--- src/rtl/udp_packet_sender.sv ---
// udp_packet_sender: IPv4/UDP TX framer on a 32-bit word stream with an ARP responder on the RX side
module udp_packet_sender #(
    parameter logic [47:0] SELF_MAC = 48'h002236EC0401,
    parameter logic [31:0] SELF_IP  = 32'h0A000014,
    parameter logic [47:0] DST_MAC  = 48'hFFFFFFFFFFFF,
    parameter logic [31:0] DST_IP   = 32'h0A000016,
    parameter logic [15:0] SRC_PORT = 16'h1122,
    parameter logic [15:0] DST_PORT = 16'h5152
) (
    input  logic        clk,
    input  logic        rst,
    input  logic        i_sync,
    input  logic [31:0] i_rx_data,
    input  logic        i_rx_sop,
    input  logic        i_rx_eop,
    input  logic        i_rx_vld,
    output logic        o_rx_rdy,
    input  logic [31:0] i_in_data,
    input  logic        i_in_vld,
    output logic        o_in_rdy,
    input  logic [15:0] i_udp_pkt_len,
    output logic [31:0] o_tx_data,
    output logic        o_tx_sop,
    output logic        o_tx_eop,
    output logic        o_tx_vld,
    input  logic        i_tx_rdy
);
    typedef enum logic [2:0] {IDLE, PREP, HDR, PAY, ARP} state_t;
    state_t state;
    logic [3:0]  idx, rx_idx, rx_cur;
    logic [15:0] len, len_in, tot_len, tot_len_in, udp_len, ip_id, csum;
    logic [13:0] pay_left;
    logic        sync_d, udp_pend, arp_pend, rx_ok, rx_ok_now, word_ok, arp_hit, hdr;
    logic [47:0] cap_sha, sha;
    logic [31:0] cap_spa, spa, word;
    logic [19:0] sum;
    logic [16:0] fold1;
    logic [15:0] fold2;

    assign len_in     = {i_udp_pkt_len[15:2], 2'b00};
    assign tot_len_in = 16'd28 + len_in;
    assign tot_len    = 16'd28 + len;
    assign udp_len    = 16'd8 + len;
    // Checksum field counts as zero; the result is latched in PREP together with the length.
    assign sum   = 20'h04500 + {4'h0, tot_len_in} + {4'h0, ip_id} + 20'h04000 + 20'h04011
                 + {4'h0, SELF_IP[31:16]} + {4'h0, SELF_IP[15:0]} + {4'h0, DST_IP[31:16]} + {4'h0, DST_IP[15:0]};
    assign fold1 = {1'b0, sum[15:0]} + {13'h0, sum[19:16]};
    assign fold2 = fold1[15:0] + {15'h0, fold1[16]};

    // RX word index restarts at sop; every ARP-relevant word must match for the frame to count.
    assign rx_cur    = i_rx_sop ? 4'd0 : rx_idx;
    assign word_ok   = rx_cur == 4'd3  ? i_rx_data[15:0] == 16'h0806 :
                       rx_cur == 4'd4  ? i_rx_data == 32'h00010800 :
                       rx_cur == 4'd5  ? i_rx_data == 32'h06040001 :
                       rx_cur == 4'd10 ? i_rx_data == SELF_IP : 1'b1;
    assign rx_ok_now = (i_rx_sop || rx_ok) && word_ok;
    // A request arriving while a reply is being sent is dropped so the reply fields stay intact.
    assign arp_hit   = i_rx_vld && i_rx_eop && rx_ok_now && rx_cur >= 4'd10 && state != ARP;

    assign hdr       = state == HDR || state == ARP;
    assign o_tx_vld  = state == PAY ? i_in_vld : hdr;
    assign o_tx_data = state == PAY ? i_in_data : hdr ? word : '0;
    assign o_tx_sop  = hdr && idx == 4'd0;
    assign o_tx_eop  = (hdr && idx == 4'd10 && (state == ARP || len == 16'd0)) || (state == PAY && pay_left == 14'd1);
    assign o_in_rdy  = state == PAY && i_tx_rdy;
    assign o_rx_rdy  = ~rst;

    // Header word table for the frame currently being sent.
    always_comb begin
        word = '0;
        if (state == ARP)
            case (idx)
                4'd0:    word = {16'h0000, sha[47:32]};
                4'd1:    word = sha[31:0];
                4'd2:    word = SELF_MAC[47:16];
                4'd3:    word = {SELF_MAC[15:0], 16'h0806};
                4'd4:    word = 32'h00010800;
                4'd5:    word = 32'h06040002;
                4'd6:    word = SELF_MAC[47:16];
                4'd7:    word = {SELF_MAC[15:0], SELF_IP[31:16]};
                4'd8:    word = {SELF_IP[15:0], sha[47:32]};
                4'd9:    word = sha[31:0];
                4'd10:   word = spa;
                default: word = '0;
            endcase
        else
            case (idx)
                4'd0:    word = {16'h0000, DST_MAC[47:32]};
                4'd1:    word = DST_MAC[31:0];
                4'd2:    word = SELF_MAC[47:16];
                4'd3:    word = {SELF_MAC[15:0], 16'h0800};
                4'd4:    word = {16'h4500, tot_len};
                4'd5:    word = {ip_id, 16'h4000};
                4'd6:    word = {16'h4011, csum};
                4'd7:    word = SELF_IP;
                4'd8:    word = DST_IP;
                4'd9:    word = {SRC_PORT, DST_PORT};
                4'd10:   word = {udp_len, 16'h0000};
                default: word = '0;
            endcase
    end

    // RX parser: track word index, capture sender fields, and latch them on a matching request.
    always_ff @(posedge clk or posedge rst) begin
        if (rst) begin
            rx_idx  <= '0;
            rx_ok   <= 1'b0;
            cap_sha <= '0;
            cap_spa <= '0;
            sha     <= '0;
            spa     <= '0;
        end else if (i_rx_vld) begin
            rx_idx <= rx_cur == 4'd15 ? rx_cur : rx_cur + 4'd1;
            rx_ok  <= rx_ok_now && !i_rx_eop;
            if (rx_cur == 4'd6) cap_sha[47:16] <= i_rx_data;
            if (rx_cur == 4'd7) {cap_sha[15:0], cap_spa[31:16]} <= i_rx_data;
            if (rx_cur == 4'd8) cap_spa[15:0] <= i_rx_data[31:16];
            if (arp_hit) begin
                sha <= cap_sha;
                spa <= cap_spa;
            end
        end
    end

    // TX sequencer: trigger detection, ARP-first arbitration and word stepping.
    always_ff @(posedge clk or posedge rst) begin
        if (rst) begin
            state    <= IDLE;
            idx      <= '0;
            len      <= '0;
            ip_id    <= '0;
            csum     <= '0;
            pay_left <= '0;
            sync_d   <= 1'b0;
            udp_pend <= 1'b0;
            arp_pend <= 1'b0;
        end else begin
            sync_d <= i_sync;
            if (i_sync && !sync_d)
                udp_pend <= 1'b1;
            else if (state == IDLE && !arp_pend && udp_pend)
                udp_pend <= 1'b0;
            if (arp_hit)
                arp_pend <= 1'b1;
            else if (state == IDLE)
                arp_pend <= 1'b0;
            case (state)
                IDLE: begin
                    idx   <= '0;
                    state <= arp_pend ? ARP : udp_pend ? PREP : IDLE;
                end
                PREP: begin
                    len      <= len_in;
                    csum     <= ~fold2;
                    pay_left <= len_in[15:2];
                    state    <= HDR;
                end
                HDR: if (i_tx_rdy) begin
                    idx <= idx == 4'd10 ? 4'd0 : idx + 4'd1;
                    if (idx == 4'd10) begin
                        state <= len == 16'd0 ? IDLE : PAY;
                        if (len == 16'd0) ip_id <= ip_id + 16'd1;
                    end
                end
                PAY: if (i_in_vld && i_tx_rdy) begin
                    pay_left <= pay_left - 14'd1;
                    if (pay_left == 14'd1) begin
                        state <= IDLE;
                        ip_id <= ip_id + 16'd1;
                    end
                end
                ARP: if (i_tx_rdy) begin
                    idx   <= idx == 4'd10 ? 4'd0 : idx + 4'd1;
                    state <= idx == 4'd10 ? IDLE : ARP;
                end
                default: state <= IDLE;
            endcase
        end
    end
endmodule

--- config.mk ---
export PLATFORM = sky130hd
export DESIGN_NAME = udp_packet_sender
export DESIGN_NICKNAME = d
export VERILOG_FILES = /design/src/rtl/udp_packet_sender.sv
export SDC_FILE = /design/constraint.sdc
export NUM_CORES = 1
export LEC_CHECK = 0
export CAP_MARGIN = 25
export CORE_ASPECT_RATIO = 1.2
export CORE_MARGIN = 4
export CORE_UTILIZATION = 25
export CTS_BUF_LIST = sky130_fd_sc_hd__clkbuf_4
export DETAILED_ROUTE_END_ITERATION = 8
export DONT_BUFFER_PORTS = 1
export PLACE_DENSITY_LB_ADDON = 0.1
export SETUP_SLACK_MARGIN = 0.05
export SLEW_MARGIN = 20
export SYNTH_ARGS = -nofsm -noshare
export SYNTH_HDL_FRONTEND = slang
export SYNTH_SLANG_ARGS = --single-unit
--- constraint.sdc ---
create_clock -name clk -period 9.8 [get_ports clk]
set_clock_uncertainty 0.15 [all_clocks]
set_input_delay 1.96 -clock clk [delete_from_list [all_inputs] [get_ports clk]]
set_output_delay 1.96 -clock clk [all_outputs]
set_load 0.05 [all_outputs]
==> flow_summary_export.csv <==
group,metric,value,unit
timing,worstMarginPinSlew,1.02,ns
synth,synth_mux_area_frac,0.150,
clocking,clk_latency,0.79,ns
global_routing,grt_max_degree,76,
floorplanning,die_area,60500,µm²
pwr,peakVddDrop,0.159,mV
detailed_routing,vias_per_cell,4.95,
synth,ys_seq_area_frac,0.416,
clocking,cts_resized,0,
global_routing,track_usage,0.160,
synth,synth_edf_count,0,
timing,setup_tns,0,ns
pwr,powerDensity,279,nW/µm²
floorplanning,die_width,225,µm
global_routing,antenna_found_initial,2,
finish,nNetsFinal,1537,
finish,drive_gt1_frac,0.228,
setup_path,worstPathRequired,10.29,ns
clocking,clkTransAtPathRegs,0.06,ns
setup_path,cp.buffers_inverters,1,
setup_path,crit_top_cell,"ha_1",
global_routing,grt_pass1_vias,11100,
timing,rsz0062_at_grt,"no",
floorplanning,dieHeight,269,µm
setup_path,cp-startpoint,"i_udp_pkt_len[2]",
floorplanning,core_area,56000,µm²
hold_path,hp-start,"sync_d",
timing,setup_viol,0,
synth,synth_compound_area_frac,0.153,
setup_path,path_delay_family,"simple AND/OR/NAND/NOR gates",
synth,avgSynthCellArea,10.2,µm²
placed_design,dp.final_hpwl,35.5,mm
global_routing,grt-ovfl-total,0,
synth,synth_top_family_by_area,"compound AO/OA/AOI/OAI gates",
setup_path,start_kind,"primary input",
synth,synth-seq-cells,235,
synth,yosysWarnings,0,
synth,yosys.cell_types.count,75,
finish,final_cell_mix,"dfrtp_1, nand2_1, clkbuf_4",
pwr,total_power,4.40,mW
setup_path,critPathSlowestCell,"or3b_2",
setup_path,path_max_fanout,7,
setup_path,crit_type,"in -> reg",
synth,syn_nets,1521,
timing,slew-limit-headroom,0.313,
clocking,cts_max_level,3,
placed_design,io_buffers,0,
setup_path,arrival,9.15,ns
finish,final_common_cell,"dfrtp_1",
synth,synth-simple-area-share,0.141,
setup_path,cp-end-kind,"register",
detailed_routing,routedWlPerCell,22.5,µm
synth,synth-async-reset-ratio,1.00,
detailed_routing,drc_errors,0,
clocking,clockRootBuffer,"clkbuf_4",
synth,netlist_instances,1385,
floorplanning,start_util,0.253,
timing,fmax,0.115,GHz
hold_path,min-delay-path-class,"reg -> reg",
detailed_routing,ant_nets,0,
status,status,"finished, final reports clean",
detailed_routing,drt_wl_total,48.9,mm
timing,layout_worst_path_cycle_share,0.884,
clocking,cts.sinks,235,
setup_path,r2r_start,"ip_id[5]",
pwr,p_leak,7.16,nW
timing,hold_violations,0,
clocking,post_cts_buffers,0,
detailed_routing,dr.pass1.iters,7,
detailed_routing,drtIter0Drc,694,
detailed_routing,num_vias,10800,
clocking,cts_buffer_depth,3,
clocking,cts_tree,"done",
clocking,cts_hold_buf,0,
floorplanning,io_pins,125,
clocking,cts_buffers,70,
synth,synth_area,14100,µm²
timing,finalCriticalPeriod,8.66,ns
setup_path,max_stage_delay,0.50,ns
job,cap_violations,0,
synth,synth-main-ff-cell,"dfrtp_1",
placed_design,gp_congestion,0.795,
timing,drv_slew,0,
synth,synth_xor_area_frac,0.0518,
synth,synth_adder_area_share,0.0435,
finish,syn_to_final_growth,11.4,%
floorplanning,rows,95,
global_routing,grt_pass1_wl,72.6,mm
==> metrics by stage <==
| stage | instances | setup WS, ns | utilization | instance area [µm²] | hold WS (ns) |
|---|---|---|---|---|---|
| after floorplan | 1385 | 0.625 | - | 14100 | 0.250 |
| after global placement | 2054 | 0.358 | 0.265 | 14800 | 0.276 |
| after detailed placement | 2056 | 0.295 | 0.265 | 14900 | 0.266 |
| after CTS | 2176 | 1.12 | 0.281 | 15800 | 0.275 |
| after global routing | 2177 | 0.564 | 0.281 | 15800 | 0.300 |
| final | 2178 | 1.14 | 0.282 | 15800 | 0.276 |
==> synthesized netlist by cell type (all sizes together) (11+ instances only) <==
cell | n | share of area
a21oi | 76 | 0.027
a22o | 17 | 0.011
a22oi | 27 | 0.014
a31oi | 11 | 0.0049
a32o | 15 | 0.011
and3 | 19 | 0.0084
buf | 17 | 0.015
clkbuf | 61 | 0.016
dfrtp | 235 | 0.42
ha | 46 | 0.041
inv | 53 | 0.014
mux2 | 162 | 0.15
nand2 | 150 | 0.040
nand2b | 14 | 0.0062
nand3 | 43 | 0.015
nand4 | 12 | 0.0053
nor2 | 73 | 0.020
nor2b | 12 | 0.0053
nor3 | 22 | 0.0089
nor4 | 13 | 0.0073
o21ai | 92 | 0.033
xnor2 | 47 | 0.029
xor2 | 34 | 0.021
==> where the power goes <==
part / switching, mW / total, mW / leakage [nW] / internal, mW
sequential: 0.220 / 1.37 / 3.11 / 1.15
clock: 0.466 / 0.993 / 0.526 / 0.527
combinational: 1.42 / 2.04 / 3.53 / 0.618
total: 2.11 / 4.40 / 7.16 / 2.29
==> final cells by class <==
cell class                 instances  area, µm²
inverter                          53        206
tap                              727        910
timing repair buffer              22        165
clock buffer                     101        758
multi-input combinational       1019       7690
antenna                            2       5.00
sequential                       235       5880
fill                            5904      40200
clock inverter                    19        143
==> worst paths after layout <==
| path | to | slack (ns) | cells past startpoint |
|---|---|---|---|
| max in group asynchronous | sha[6] | 6.50 | 3 |
| hold / removal | udp_pend | 0.28 | 1 |
| min in group asynchronous | len[3] | 1.00 | 1 |
| setup / recovery | csum[15] | 1.14 | 29 |
| hold reg to reg | udp_pend | 0.28 | 1 |
| setup reg to reg | csum[15] | 2.39 | 28 |
==> metal layers <==
layer,vias up,track usage,routed length [µm]
met5,-,0,0
met4,0,0.0599,1400
met3,68,0.0364,2590
met2,262,0.279,24600
met1,5375,0.192,20300
li1,5077,-,-
==> kinds of logic after synthesis <==
kind of cell,Yosys count
AOI/OAI and AO/OA,324
xor gates and xnor gates,82
adders and majority gates,48
buffers and inverters,131
DFF,235
muxes,162
and+or+nand+nor,403
==> flip-flops by register name, indices dropped and copies added (netlist names), 3 cells and up <==
register,flops
cap_sha,48
cap_spa,32
csum,16
idx,4
ip_id,16
len,14
pay_left,14
rx_idx,4
sha,48
spa,32
state,3
Note: power is estimated with default switching activity, not from simulation.
